==> src/rtl/data_transmitter.sv <==
// Serial word transmitter: fetches words from memory and sends them LSB-first on DAI/DEN.
// Optional even-parity bit per word when DATA_TRANSMITTER_PARITY_EN is defined.
module data_transmitter #(
    parameter int unsigned GAP = 2
) (
    input  logic        DCK,
    input  logic        rst,
    input  logic        start,
    input  logic [9:0]  word_cnt,
    output logic        rd_en,
    output logic [9:0]  rd_addr,
    input  logic [15:0] rd_data,
    output logic        DAI,
    output logic        DEN,
    output logic        busy,
    output logic        done
);

`ifdef DATA_TRANSMITTER_PARITY_EN
    localparam logic [4:0] BitLast = 5'd16;
`else
    localparam logic [4:0] BitLast = 5'd15;
`endif
    localparam logic [3:0] GapLast  = 4'(GAP - 1);
    localparam logic [3:0] GapFetch = 4'(GAP - 2);

    typedef enum logic [2:0] {StIdle, StFetch, StLoad, StShift, StGap} state_e;

    state_e      r_state;
    logic [9:0]  r_words;
    logic [9:0]  r_addr;
    logic [15:0] r_shreg;
    logic [4:0]  r_bit_cnt;
    logic [3:0]  r_gap_cnt;
    logic        r_rd_en;
    logic        r_dai;
    logic        r_den;
    logic        r_busy;
    logic        r_done;
`ifdef DATA_TRANSMITTER_PARITY_EN
    logic        r_parity;
`endif

    logic w_load;

    // A word is captured either after the initial FETCH/LOAD or in the last GAP cycle
    always_comb begin
        w_load = (r_state == StLoad) ||
                 ((r_state == StGap) && (r_gap_cnt == GapLast) && (r_words != 10'd0));
    end

    always_ff @(posedge DCK or posedge rst) begin
        if (rst) begin
            r_state   <= StIdle;
            r_words   <= 10'd0;
            r_addr    <= 10'd0;
            r_shreg   <= 16'd0;
            r_bit_cnt <= 5'd0;
            r_gap_cnt <= 4'd0;
            r_rd_en   <= 1'b0;
            r_dai     <= 1'b0;
            r_den     <= 1'b0;
            r_busy    <= 1'b0;
            r_done    <= 1'b0;
`ifdef DATA_TRANSMITTER_PARITY_EN
            r_parity  <= 1'b0;
`endif
        end else begin
            r_done  <= 1'b0;
            r_rd_en <= 1'b0;
            if (r_rd_en) begin
                r_addr <= r_addr + 10'd1;
            end
            if (w_load) begin
                r_state   <= StShift;
                r_shreg   <= rd_data;
                r_dai     <= rd_data[0];
                r_den     <= 1'b1;
                r_bit_cnt <= 5'd0;
`ifdef DATA_TRANSMITTER_PARITY_EN
                r_parity  <= ^rd_data;
`endif
            end
            case (r_state)
                StIdle: begin
                    if (start) begin
                        if (word_cnt != 10'd0) begin
                            r_state <= StFetch;
                            r_words <= word_cnt;
                            r_addr  <= 10'd0;
                            r_rd_en <= 1'b1;
                            r_busy  <= 1'b1;
                        end else begin
                            r_done <= 1'b1;
                        end
                    end
                end
                StFetch: r_state <= StLoad;
                StLoad: ;
                StShift: begin
                    if (r_bit_cnt == BitLast) begin
                        r_state   <= StGap;
                        r_den     <= 1'b0;
                        r_dai     <= 1'b0;
                        r_gap_cnt <= 4'd0;
                        r_words   <= r_words - 10'd1;
                        r_rd_en   <= (GapFetch == 4'd0) && (r_words != 10'd1);
                    end else begin
                        r_bit_cnt <= r_bit_cnt + 5'd1;
                        r_shreg   <= r_shreg >> 1;
`ifdef DATA_TRANSMITTER_PARITY_EN
                        r_dai     <= (r_bit_cnt == 5'd15) ? r_parity : r_shreg[1];
`else
                        r_dai     <= r_shreg[1];
`endif
                    end
                end
                StGap: begin
                    if (r_gap_cnt == GapLast) begin
                        if (r_words == 10'd0) begin
                            r_state <= StIdle;
                            r_done  <= 1'b1;
                            r_busy  <= 1'b0;
                        end
                    end else begin
                        r_gap_cnt <= r_gap_cnt + 4'd1;
                        r_rd_en   <= ((r_gap_cnt + 4'd1) == GapFetch) && (r_words != 10'd0);
                    end
                end
                default: r_state <= StIdle;
            endcase
        end
    end

    assign rd_en   = r_rd_en;
    assign rd_addr = r_addr;
    assign DAI     = r_dai;
    assign DEN     = r_den;
    assign busy    = r_busy;
    assign done    = r_done;

endmodule

==> config.mk <==
export PLATFORM = sky130hd
export DESIGN_NAME = data_transmitter
export DESIGN_NICKNAME = d
export VERILOG_FILES = /design/src/rtl/data_transmitter.sv
export SDC_FILE = /design/constraint.sdc
export NUM_CORES = 1
export LEC_CHECK = 0
export ABC_AREA = 1
export CORE_AREA = 4 4 98 73
export DETAILED_ROUTE_END_ITERATION = 10
export DIE_AREA = 0 0 102 77
export GPL_ROUTABILITY_DRIVEN = 0
export MAX_ROUTING_LAYER = met4
export PLACE_DENSITY = 0.74
export SYNTH_ARGS = -nofsm -noshare
export SYNTH_HDL_FRONTEND = slang
export SYNTH_SLANG_ARGS = --single-unit
==> constraint.sdc <==
create_clock -name DCK -period 1.9 [get_ports DCK]
set_input_delay 0.57 -clock DCK [delete_from_list [all_inputs] [get_ports DCK]]
set_output_delay 0.57 -clock DCK [all_outputs]
set_load 0.02 [all_outputs]
* Word level (Yosys, flattened, before mapping)
Cells that the tools add are included.
** Cells by class
- $lt $le $gt $ge :: 0
- Equal/unequal tests :: 13
- $mul :: 0
- Reduce and logical (&&, ||, !) cells :: 16
- $add $sub $neg :: 4
- Bitwise gates (word level) :: 0
- Multiplexer cells :: 45
- Div/mod/pow operators :: 0
- Shift operators :: 0
** Operators with widths (count)
- $mux 10 :: 7
- $mux 16 :: 3
- $pmux 10 s2 :: 1
- $reduce_bool 10->1 :: 2
- $mux 1 :: 18
- $mux 3 :: 6
- $mux 5 :: 3
- $pmux 3 s5 :: 1
- $add 10x1->10 const B :: 1
- $logic_not 10->1 :: 1
- $ne 10x1->1 const B :: 1
- $sub 10x1->10 const B :: 1
- $mux 4 :: 2
- $ne 2x2->1 const B :: 4
- $pmux 4 s2 :: 1
- $reduce_bool 2->1 :: 4
- $eq 3x2->1 const B :: 2
- $add 5x1->5 const B :: 1
- $eq 5x4->1 const B :: 1
- $reduce_and 5->1 :: 1
- $add 4x1->4 const B :: 1
- $eq 4x1->1 const B :: 1
- $logic_not 4->1 :: 1
- $ne 2x1->1 const B :: 2
- 9 further kinds :: 12
** Word-level totals
- Memory bits (writable) :: 0
- Memories kept :: 0
- Register bits :: 53
- Bits in latches :: 0
- ROM bits :: 0

* Logic depth before layout (Yosys ltp)
Gate-level depths: netlist of the first run.
- Depth in word-level cells :: 8
- Gate-level depth with buffers :: 11
- Mapped depth without buffers :: 10

* Least setup slack after synthesis of the first run
No wires, ideal clock.
- Path kind :: reg2reg
- Start point :: reg r_words[0]
- End point :: reg r_shreg[12]
- Setup slack :: 342 ps
- Clock period less this slack :: 1558 ps
- Required time :: 1783 ps
- Arrival time :: 1441 ps
- Setup time :: 117 ps
- Stages on the path, launching flop included :: 11
- Cell sequence :: dfrtp_1 inv_1 ha_1 nand2_1 nor2_4 nand3_4 nand2_4 nand3_2 buf_6 nor2_1 nor2_1
** Between the ends
- Word-level cells in the longest chain between the ends :: 6
** Ends and longest elaborated chain
- start: declaration :: RTL line 30 : logic [9:0] r_words;
- start signal: assignment :: RTL line 89 : r_words <= word_cnt;
- start signal: assignment :: RTL line 106 : r_words <= r_words - 10'd1;
- $reduce_bool 10->1 * :: RTL line 49 : ((r_state == StGap) && (r_gap_cnt == GapLast) && (r_words != 10'd0));
- $logic_and 1x1->1 * :: RTL line 49
- $logic_or 1x1->1 * :: RTL line 48 : w_load = (r_state == StLoad) ||
- $mux 16 * :: RTL line 74 : if (w_load) begin
- $mux 16 :: RTL line 101 : if (r_bit_cnt == BitLast) begin
- $mux 16 * :: RTL line 84 : case (r_state)
- end signal: assignment :: RTL line 76 : r_shreg <= rd_data;
- end signal: assignment :: RTL line 110 : r_shreg <= r_shreg >> 1;
- end: declaration :: RTL line 32 : logic [15:0] r_shreg;
Every way passes the cells marked *; elsewhere a longest branch is shown, timed or not.
A chain may end at the register's enable or synchronous reset.

* Final worst setup path of the first run
- Start point :: reg r_busy (netlist: busy)
- End point :: out busy
** RTL lines
- start: declaration :: RTL line 38 : logic r_busy;
- start signal: assignment :: RTL line 63 : r_busy <= 1'b0;
- start signal: assignment :: RTL line 92 : r_busy <= 1'b1;
- start signal: assignment :: RTL line 123 : r_busy <= 1'b0;
- end: declaration :: RTL line 15 : output logic busy,
No word-level cell between the ends.

==> results.md, run 1 <==
- Ant. Diodes: 0
- Min-delay worst type: reg2reg
- CTS clock-pin slew for the worst setup and hold paths: 0.09 ns
- Post-CTS setup buffers: 0
- Lkg Pwr: 1.81 nW
- Starting density of the core: 48.3%
- Mapped Nets: 421
- Clock root buffer master: clkbuf_8
- Setup violations, final: 0
- # hold bufs at CTS: 0
- Core area: 6130 µm²
- Non-filler cells, final: 518
- Yosys cell types: 35
- Worst skew pair latency: 0.29 ns
- Max cap viols: 0
- CP top delay family: buffers and inverters
- Ys Warns: 0
- WP data arrival: 1.28 ns
- Period Utilization, post-route: 97.4%
- Crit-path max FO: 2
- Io pins: 44
- Seq/Total Area, Yosys: 44.0%
- Post-synth EDFFs: 0
- FFs w/ async S/R, synth: 100%
- RSZ-0062 raised after global routing: false
- Max Clock Freq: 0.541 GHz
- Peak VDD IR: 0.331 mV
- Syn_area_per_cell: 7.68 µm²
- Post-Synthesis Cells: 385
- CP endpoint kind: output pin
- Deepest clock path buffer count: 2
- CTS sink cnt: 52
- Final Critical Period: 1.85 ns
- Number of synthesized register bits: 52
- Critical path class: reg2out
- Slew @ Worst Pin: 0.422 ns
- Design area: 3630 µm²
- CP startpoint kind: flip-flop
- Dpl hpwl: 4650 µm
- Setup TNS: 0 ns
- Max-slew violation count: 0
- Avg WL per Cell: 12.0 µm
- Detailed Route WL: 6200 µm
- CP required: 1.33 ns
- Ys flop type: dfrtp_1
- Hold Vio Cnt, Final: 0
- Antenna-violating nets left: 0
- # port buffers: 43
- H-tree depth: 2
- Inst Count DP: 510
- Cell Pwr Density: 517 nW/µm²
- Worst slew margin: 71.6%
- Share of cells above drive strength 1: 10.9%
- Post-synth top area cell: dfrtp_1
- First-pass GRT wire length: 10800 µm
- Largest net degree at the start of global routing: 53
- TritonCTS buffer count: 5
- Initial antenna violation count: 0
- Die ar.: 7850 µm²
- Max stage delay on crit path: 0.61 ns
- Synthesized cell area: 2960 µm²
- Vias in the first global route: 2373
- Die X: 102 µm
- GRT Overall Usage: 17.0%
- Status: finished clean
- Iteration-0 DRC count of the detailed router: 148
- CP cell instances: clkdlybuf4s50_1
- Vias: 2527
- CTS tree: built
- Num rows: 24
- # DRC: 0
- Critical path's slowest cell: clkdlybuf4s50_1
- GR Overflow Total: 0
- Area Overhead vs Synth: 22.7%
- Post-DP Area: 3530 µm²
- DRT Pass-1 Iters: 4
- Yosys top cell area share: 44.0%
- Core Util, Final: 59.2%
- Final #Nets: 475
- Most area-consuming cells after synthesis: dfrtp_1, nand2_1, inv_1
- Vias/cell: 4.88
- CP bufs+invs: 1
- Setup Skew: 0.00554 ns
- Die Y: 77 µm
## state kept, by name (all words and copies together) (netlist names)
| register | count |
|---|---|
| DAI | 1 |
| DEN | 1 |
| busy | 1 |
| done | 1 |
| r_bit_cnt | 5 |
| r_gap_cnt | 4 |
| r_shreg | 15 |
| r_state | 3 |
| r_words | 10 |
| rd_addr | 10 |
| rd_en | 1 |
## what timing repair did
item,in CTS,in global routing
setup endpoints to repair,7,10
hold endpoints to repair,0,0
gates resized for setup,7,3
pin swaps,0,0
## worst reg2reg max path, stage by stage, from the launching register on
cell and delay [ns]:
dfrtp_1 0.38, inv_1 0.09, ha_1 0.21, nand2_1 0.12, nor2_4 0.17, nand3_4 0.12
nand2_4 0.11, buf_12 0.13, nand2_8 0.10, o21ai_1 0.14, inv_1 0.06
## metrics by stage
step,total power [mW],hold WS [ns],setup WS (ns)
global route,1.95,0.527,0.00759
detailed placement,1.25,0.470,-0.158
finish,1.87,0.491,0.0501
floorplan,1.17,0.449,0.0721
CTS,1.90,0.493,0.0241
global placement,1.25,0.458,-0.117
## power by group
group | switching [mW] | internal, mW | leakage [nW]
Sequential | 0.00267 | 1.11 | 0.623
Clock | 0.353 | 0.297 | 0.0445
Combinational | 0.0456 | 0.0661 | 1.15
Total | 0.401 | 1.47 | 1.81
## kinds of logic after synthesis
kind of cell | Yosys count | share of synthesized area (%)
xor+xnor | 6 | 1.78
fa+ha+maj | 7 | 2.96
simple gates | 220 | 35.4
compound gates | 35 | 6.43
buf+inv | 65 | 9.47
flops | 52 | 44.0
## placed cells by master, fill, tap and decap left out, types with 7 or more instances in the layout
cell / synthesis / routed
buf_4: 0 / 9
clkdlybuf4s50_1: 0 / 34
dfrtp_1: 52 / 52
dlygate4sd2_1: 0 / 7
ha_1: 7 / 7
inv_1: 51 / 50
inv_2: 6 / 7
nand2_1: 105 / 105
nand3_1: 33 / 33
nor2_1: 43 / 43
o21ai_0: 20 / 20
or2_2: 7 / 7
## cells in the mapped netlist (all sizes together), types with 4 or more instances
cell,n
nor2,50
nand2,110
nand4,6
ha,7
nand3,37
xor2,4
buf,6
inv,57
o21ai,24
or2,10
o22ai,4
dfrtp,52
nand3b,4
## final cells by class
class | instances | area, µm²
clock buffer | 7 | 86.3
clock inverter | 1 | 7.51
fill | 574 | 2500
inverter | 58 | 218
multi-input combinational | 268 | 1380
sequential | 52 | 1300
tap | 78 | 97.6
timing repair buffer | 54 | 534
## routing by layer
| metal | share of wire (%) | wire length, µm | up-vias | track usage, % |
|---|---|---|---|---|
| met4 | 0.40 | 25 | 0 | 1.97 |
| met2 | 46 | 2870 | 48 | 26.2 |
| li1 | - | - | 1314 | - |
| met1 | 49 | 3010 | 1159 | 24.2 |
| met3 | 4.7 | 293 | 6 | 3.08 |
| met5 | 0 | 0 | - | - |
## final timing paths
kind | slack, ns | cells past startpoint | end | start
hold reg to reg | 0.49 | 2 | r_shreg[11]$_DFF_PP0_ | r_shreg[12]$_DFF_PP0_
min in group asynchronous | 0.63 | 3 | rd_addr[5]$_DFF_PP0_ | rst
setup / recovery | 0.05 | 1 | busy | busy$_DFFE_PP0P_
max in group asynchronous | 1.03 | 3 | r_bit_cnt[0]$_DFF_PP0_ | rst
hold / removal | 0.49 | 2 | r_shreg[11]$_DFF_PP0_ | r_shreg[12]$_DFF_PP0_
setup reg to reg | 0.16 | 10 | DEN$_DFF_PP0_ | r_words[1]$_DFFE_PP0P_
Note: power is estimated with default switching activity, not from simulation.
==> run 2, diff against run 1 <==
- CORE_AREA: 4 4 98 73 -> 4 4 94 69
- DIE_AREA: 0 0 102 77 -> 0 0 98 73
- PLACE_DENSITY: 0.74 -> 0.78
- clock period: 1.9 -> 1.8 ns (I/O delays scaled with it)
==> run 2 against run 1 <==
Net effect:
- cell area grew 1.6%
- sequential share of layout area shrank 0.57 points
- critical path depth grew 8
- core utilization grew 6.5 points
- clock-buffer cell count shrank 1
- worst setup slack gained 0.062 ns
- combinational power grew 9.8%
- clock power grew 21%
- global-route usage grew 2.2 points
==> results.md, run 2 (synthesized netlist as in run 1, its figures left out) <==
- Vias in the first global route: 2313 (-2.5%)
- Io pins: 44 (unchanged)
- # hold bufs at CTS: 0 (unchanged)
- Non-filler cells, final: 522 (+0.77%)
- CTS sink cnt: 52 (unchanged)
- H-tree depth: 2 (unchanged)
- TritonCTS buffer count: 5 (unchanged)
- Inst Count DP: 514 (+0.78%)
- Critical path class: reg2reg
- Setup TNS: 0 ns (unchanged)
- Crit-path max FO: 8 (+6)
- Max-slew violation count: 0 (unchanged)
- Ant. Diodes: 0 (unchanged)
- Setup Skew: 0.00951 ns (+0.00397 ns)
- Period Utilization, post-route: 93.8%
- Max Clock Freq: 0.593 GHz
- Final Power: 2.08 mW (+11%)
- Setup violations, final: 0 (unchanged)
- GRT Overall Usage: 19.1% (+2.2 points)
- Cell mode on critical path: nor2_4
- Worst skew pair latency: 0.30 ns (about the same)
- Max stage delay on crit path: 0.40 ns (-0.21 ns)
- Most common cell after layout, fill and taps aside: nand2_1
- Final Critical Period: 1.69 ns
- DRT Pass-1 Iters: 4 (unchanged)
- Final #Nets: 482 (+1.5%)
- Core area: 5610 µm² (-8.4%)
- CTS clock-pin slew for the worst setup and hold paths: 0.10 ns (about the same)
- Iteration-0 DRC count of the detailed router: 192 (+30%)
- Cell Pwr Density: 565 nW/µm² (+9.4%)
- RSZ-0062 raised after global routing: false
- Die X: 98 µm (-3.9%)
- # port buffers: 43 (unchanged)
- Max cap viols: 0 (unchanged)
- Commonest cells after routing, fill and taps aside: nand2_1, dfrtp_1, inv_1
- # DRC: 0 (unchanged)
- Detailed Route WL: 6200 µm (about the same)
- Antenna-violating nets left: 0 (unchanged)
- Min-delay worst type: in2async
- Post-DP Area: 3570 µm² (+1.0%)
- Max reg flops: 15 (unchanged)
- Deepest clock path buffer count: 2 (unchanged)
- Dpl hpwl: 4720 µm (+1.6%)
- Avg WL per Cell: 11.9 µm (-0.80%)
- Worst slew margin: 74.1% (+2.6 points)
- Post-CTS setup buffers: 0 (unchanged)
- Die Y: 73 µm (-5.2%)
- First-pass GRT wire length: 10800 µm (-0.39%)
- CP cell instances: ha_1 -> nand3_1 -> nor2_4 -> nor2_4 -> inv_2 -> buf_4 -> or2_2 -> nand2_1 -> nor2_1
- Design area: 3690 µm² (+1.6%)
- Share of cells above drive strength 1: 12.3% (+1.4 points)
- Critical path's slowest cell: dfrtp_1
- WP data arrival: 1.88 ns (+0.60 ns)
- Peak VDD IR: 0.313 mV (-5.5%)
- Die ar.: 7150 µm² (-8.9%)
- Starting density of the core: 52.7% (+4.4 points)
- CP startpoint kind: flip-flop
- Status: finished clean
- Vias: 2579 (+2.1%)
- Lkg Pwr: 1.86 nW (+2.3%)
- Num rows: 23 (-4.2%)
- GR Overflow Total: 0 (unchanged)
- Slew @ Worst Pin: 0.386 ns (-0.0356 ns)
- CP required: 1.99 ns (+0.66 ns)
- Reg with most FFs: r_shreg
- CTS tree: built
- CP endpoint kind: flip-flop
- Vias/cell: 4.94 (+1.3%)
- Min Hold Slack: 0.484 ns (-0.00732 ns)
- Hold Vio Cnt, Final: 0 (unchanged)
- Largest net degree at the start of global routing: 33 (-38%)
- Initial antenna violation count: 0 (unchanged)
- Area Overhead vs Synth: 24.7%
- Number of fill cells: 506 (-12%)
- Clock root buffer master: clkbuf_8
run 2: what timing repair did:
item / in CTS / in global routing
resized for setup: 14 / 5
setup endpoints to repair: 14 / 18
pin swaps: 0 / 1
run 2: critical path: cells and delay by family, from the launching register on:
kind	cells	cell delay [ns]
and+or+nand+nor	6	0.69
adders and majority gates	1	0.23
buffers and inverters	2	0.28
DFF	1	0.40
run 2: cell type report:
type / count / area [µm²] / share of cell area [%]
Clock inverter: 2 / 35.0 / 0.950
Sequential cell: 52 / 1300 / 35.3
Timing Repair Buffer: 61 / 567 / 15.4
Multi-Input combinational cell: 268 / 1400 / 38.0
Clock buffer: 6 / 72.6 / 1.97
Inverter: 58 / 218 / 5.90
Tap cell: 75 / 93.8 / 2.54
run 2: through the flow:
step                setup WS (ns)  util, %
floorplan                 0.00212        -
finish                      0.112     65.7
CTS                       0.00171     65.2
detailed placement         -0.210     63.6
global route              0.00444     65.7
global placement           -0.183     63.6
run 2: metal layers:
layer / part of all wire (%) / GRT usage [%]
met5: 0 / -
met4: 0.60 / 4.15
met3: 5.2 / 3.92
met2: 46 / 29.4
met1: 48 / 26.4
run 2: report_power, final:
part | leakage [nW] | total [mW] | internal, mW | switching, mW
clock network | 0.0552 | 0.786 | 0.413 | 0.373
registers | 0.623 | 1.18 | 1.17 | 0.00311
logic | 1.18 | 0.123 | 0.0740 | 0.0487
run 2: final timing paths:
path | to | cells past startpoint | slack [ns] | startpoint
max | r_shreg[6]$_DFF_PP0_ | 9 | 0.11 | r_bit_cnt[0]$_DFF_PP0_
min | rd_addr[4]$_DFF_PP0_ | 2 | 0.48 | rst
max reg2reg | r_shreg[6]$_DFF_PP0_ | 9 | 0.11 | r_bit_cnt[0]$_DFF_PP0_
min reg2reg | r_shreg[11]$_DFF_PP0_ | 2 | 0.49 | r_shreg[12]$_DFF_PP0_
max in group asynchronous | r_words[3]$_DFFE_PP0P_ | 3 | 0.85 | rst
min in group DCK | r_shreg[11]$_DFF_PP0_ | 2 | 0.49 | r_shreg[12]$_DFF_PP0_
==> run 3, diff against run 2 <==
- clock period: 1.8 -> 1.79 ns (I/O delays scaled with it)
==> run 3 against run 2 <==
Net effect:
- sequential power about the same
- clock skew decreased by 0.0051 ns
- die area unchanged
- highest routed layer unchanged
==> results.md, run 3 (synthesized netlist as in run 1, its figures left out) <==
- CP endpoint kind: flip-flop
- Cell Pwr Density: 528 nW/µm² (-6.6%)
- CP startpoint kind: primary input
- Critical path class: in2reg
- Peak VDD IR: 0.477 mV (+53%)
- Core area: 5610 µm² (unchanged)
- GRT Overall Usage: 19.6% (+0.51 points)
- CP top delay family: simple AND/OR/NAND/NOR gates
- Internal power: 1.52 mW (-8.4%)
- Share of cells above drive strength 1: 12.5% (+0.22 points)
- Max-slew violation count: 0 (unchanged)
- # hold bufs at CTS: 0 (unchanged)
- Final #Nets: 483 (+0.21%)
- Initial antenna violation count: 0 (unchanged)
- Switching Fraction: 21.5% (+1.1 points)
- Io pins: 44 (unchanged)
- HP Start: r_shreg[12]$_DFF_PP0_
- Seq pwr share: 61.1% (+4.7 points)
- Critical path's slowest cell: clkdlybuf4s50_1
- R2r startpoint: r_gap_cnt[1]$_DFFE_PP0P_
- Final Critical Period: 1.73 ns
- Vias in the first global route: 2389 (+3.3%)
- Most common cell after layout, fill and taps aside: nand2_1
- Die ar.: 7150 µm² (unchanged)
- Design area: 3660 µm² (-0.61%)
- Max cap viols: 0 (unchanged)
- Largest net degree at the start of global routing: 32 (-3.0%)
- Slew @ Worst Pin: 0.351 ns (-0.0350 ns)
- Setup crit start: word_cnt[0]
- Clock share of power: 32.4% (-5.3 points)
- WP data arrival: 1.95 ns (+0.07 ns)
- Deepest clock path buffer count: 2 (unchanged)
- Lkg Pwr: 1.83 nW (-1.6%)
- Met3 WL post-DR: 360 µm (+11%)
- Antenna-violating nets left: 0 (unchanged)
- Cell mode on critical path: nand2_1
- Max reg flops: 15 (unchanged)
- H-tree depth: 2 (unchanged)
- Num rows: 23 (unchanged)
- Ant. Diodes: 0 (unchanged)
- Starting density of the core: 52.7% (unchanged)
- Commonest cells after routing, fill and taps aside: nand2_1, dfrtp_1, inv_1
- Setup violations, final: 0 (unchanged)
- Clock root buffer master: clkbuf_8
- Worst slew margin: 76.5% (+2.3 points)
- CP required: 2.01 ns (+0.02 ns)
- CTS tree: built
- DRT Pass-1 Iters: 5 (+1)
- Metal2 WL: 3060 µm (+7.4%)
- Avg WL per Cell: 12.6 µm (+5.8%)
- First-pass GRT wire length: 11000 µm (+2.4%)
- Max Clock Freq: 0.578 GHz
- Die X: 98 µm (unchanged)
- # port buffers: 43 (unchanged)
- Setup Skew: 0.00444 ns (-0.00507 ns)
- Core Util, Final: 65.3% (-0.40 points)
- Dpl hpwl: 5010 µm (+6.1%)
- Number of fill cells: 488 (-3.6%)
- Post-DP Area: 3570 µm² (+0.11%)
- Period Utilization, post-route: 96.7%
- Min-delay worst type: reg2reg
- Vias/cell: 4.97 (+0.54%)
- Iteration-0 DRC count of the detailed router: 231 (+20%)
- Final Power: 1.94 mW (-7.2%)
- Die Y: 73 µm (unchanged)
- Max stage delay on crit path: 0.42 ns (+0.02 ns)
- Psw: 0.416 mW (-2.1%)
- CTS clock-pin slew for the worst setup and hold paths: 0.09 ns (about the same)
- Status: finished clean
- Hold Vio Cnt, Final: 0 (unchanged)
- Top sig layer: met4
- Reg with most FFs: r_shreg
- TritonCTS buffer count: 5 (unchanged)
- Area Overhead vs Synth: 23.9%
- Combinational power share: 6.5% (+0.6 points)
- Crit-path max FO: 6 (-2)
- CP bufs+invs: 2 (unchanged)
- RSZ-0062 raised after global routing: false
- Wire length on met1: 3090 µm (+3.4%)
- CTS sink cnt: 52 (unchanged)
- Detailed Route WL: 6560 µm (+5.8%)
- GR Overflow Total: 0 (unchanged)
- # DRC: 0 (unchanged)
- Vias: 2593 (+0.54%)
- Worst skew pair latency: 0.30 ns (about the same)
- CP cell instances: clkdlybuf4s50_1 -> or2_1 -> nor2_2 -> nand2_1 -> nand3_4 -> buf_6 -> nand2_1 -> a21oi_1
-- run 3: changes by cell type in the layout (fill, tap and decap cells not counted) --
cell and delta:
buf_2 +1, bufinv_16 -1, clkinvlp_4 +1, dlygate4sd2_1 +1
dlymetal6s2s_1 -1, inv_2 -1, nor2_1 -1, nor2_2 +1
or2_0 -1, or2_1 +1
-- run 3: timing repair --
action / CTS / global route
gates resized for setup: 15 / 6
hold endpoints to repair: 0 / 0
endpoints found under the setup margin: 15 / 8
cloned: 0 / 1
buffers inserted: 0 / 0
pin swaps: 0 / 3
-- run 3: through the flow --
step           setup TNS [ns]  cells  setup slack, ns  hold slack (ns)
2_1_floorplan               0    385            0.232            0.449
3_5_place_dp            -4.39    514           -0.271            0.471
6_report                    0    522           0.0599            0.489
3_3_place_gp            -3.62    514           -0.195            0.460
4_1_cts                     0    521           0.0414            0.495
5_1_grt                     0    522          0.00132            0.521
-- run 3: layer usage --
layer	up-vias	global-route usage (%)
met5	-	-
met4	0	4.30
met1	1192	26.1
met3	6	3.72
met2	65	31.7
li1	1330	-
-- run 3: final cells by class --
class / instances / area (µm²) / share of cell area [%]
Timing Repair Buffer: 62 / 568 / 15.5
Clock buffer: 6 / 72.6 / 1.98
Inverter: 58 / 221 / 6.04
Clock inverter: 1 / 5.00 / 0.137
Tap cell: 75 / 93.8 / 2.56
Multi-Input combinational cell: 268 / 1400 / 38.3
Sequential cell: 52 / 1300 / 35.5
-- run 3: worst paths after layout --
path,end,slack [ns],depth (start not counted)
worst max-delay path,rd_addr[7]$_DFF_PP0_,0.06,8
worst max register to register,r_shreg[2]$_DFF_PP0_,0.15,10
min in group asynchronous,rd_addr[3]$_DFF_PP0_,0.54,2
worst min-delay path,r_shreg[11]$_DFF_PP0_,0.49,2
worst min register to register,r_shreg[11]$_DFF_PP0_,0.49,2
max in group asynchronous,rd_addr[9]$_DFF_PP0_,0.82,3
-- run 3: worst min-delay path: stages (launching register included) --
cell and delay, ns:
dfrtp_1 0.36, nand2_1 0.05, nand2_1 0.05
-- run 3: power groups by stage --
| stage | combinational [mW] | sequential [mW] | clock, mW |
|---|---|---|---|
| 6_report | 0.125 | 1.18 | 0.628 |
| 5_1_grt | 0.139 | 1.18 | 0.699 |
| 4_1_cts | 0.126 | 1.18 | 0.660 |
| 3_5_place_dp | 0.127 | 1.21 | 0 |
| 3_3_place_gp | 0.125 | 1.21 | 0 |
| 2_1_floorplan | 0.0339 | 1.21 | 0 |
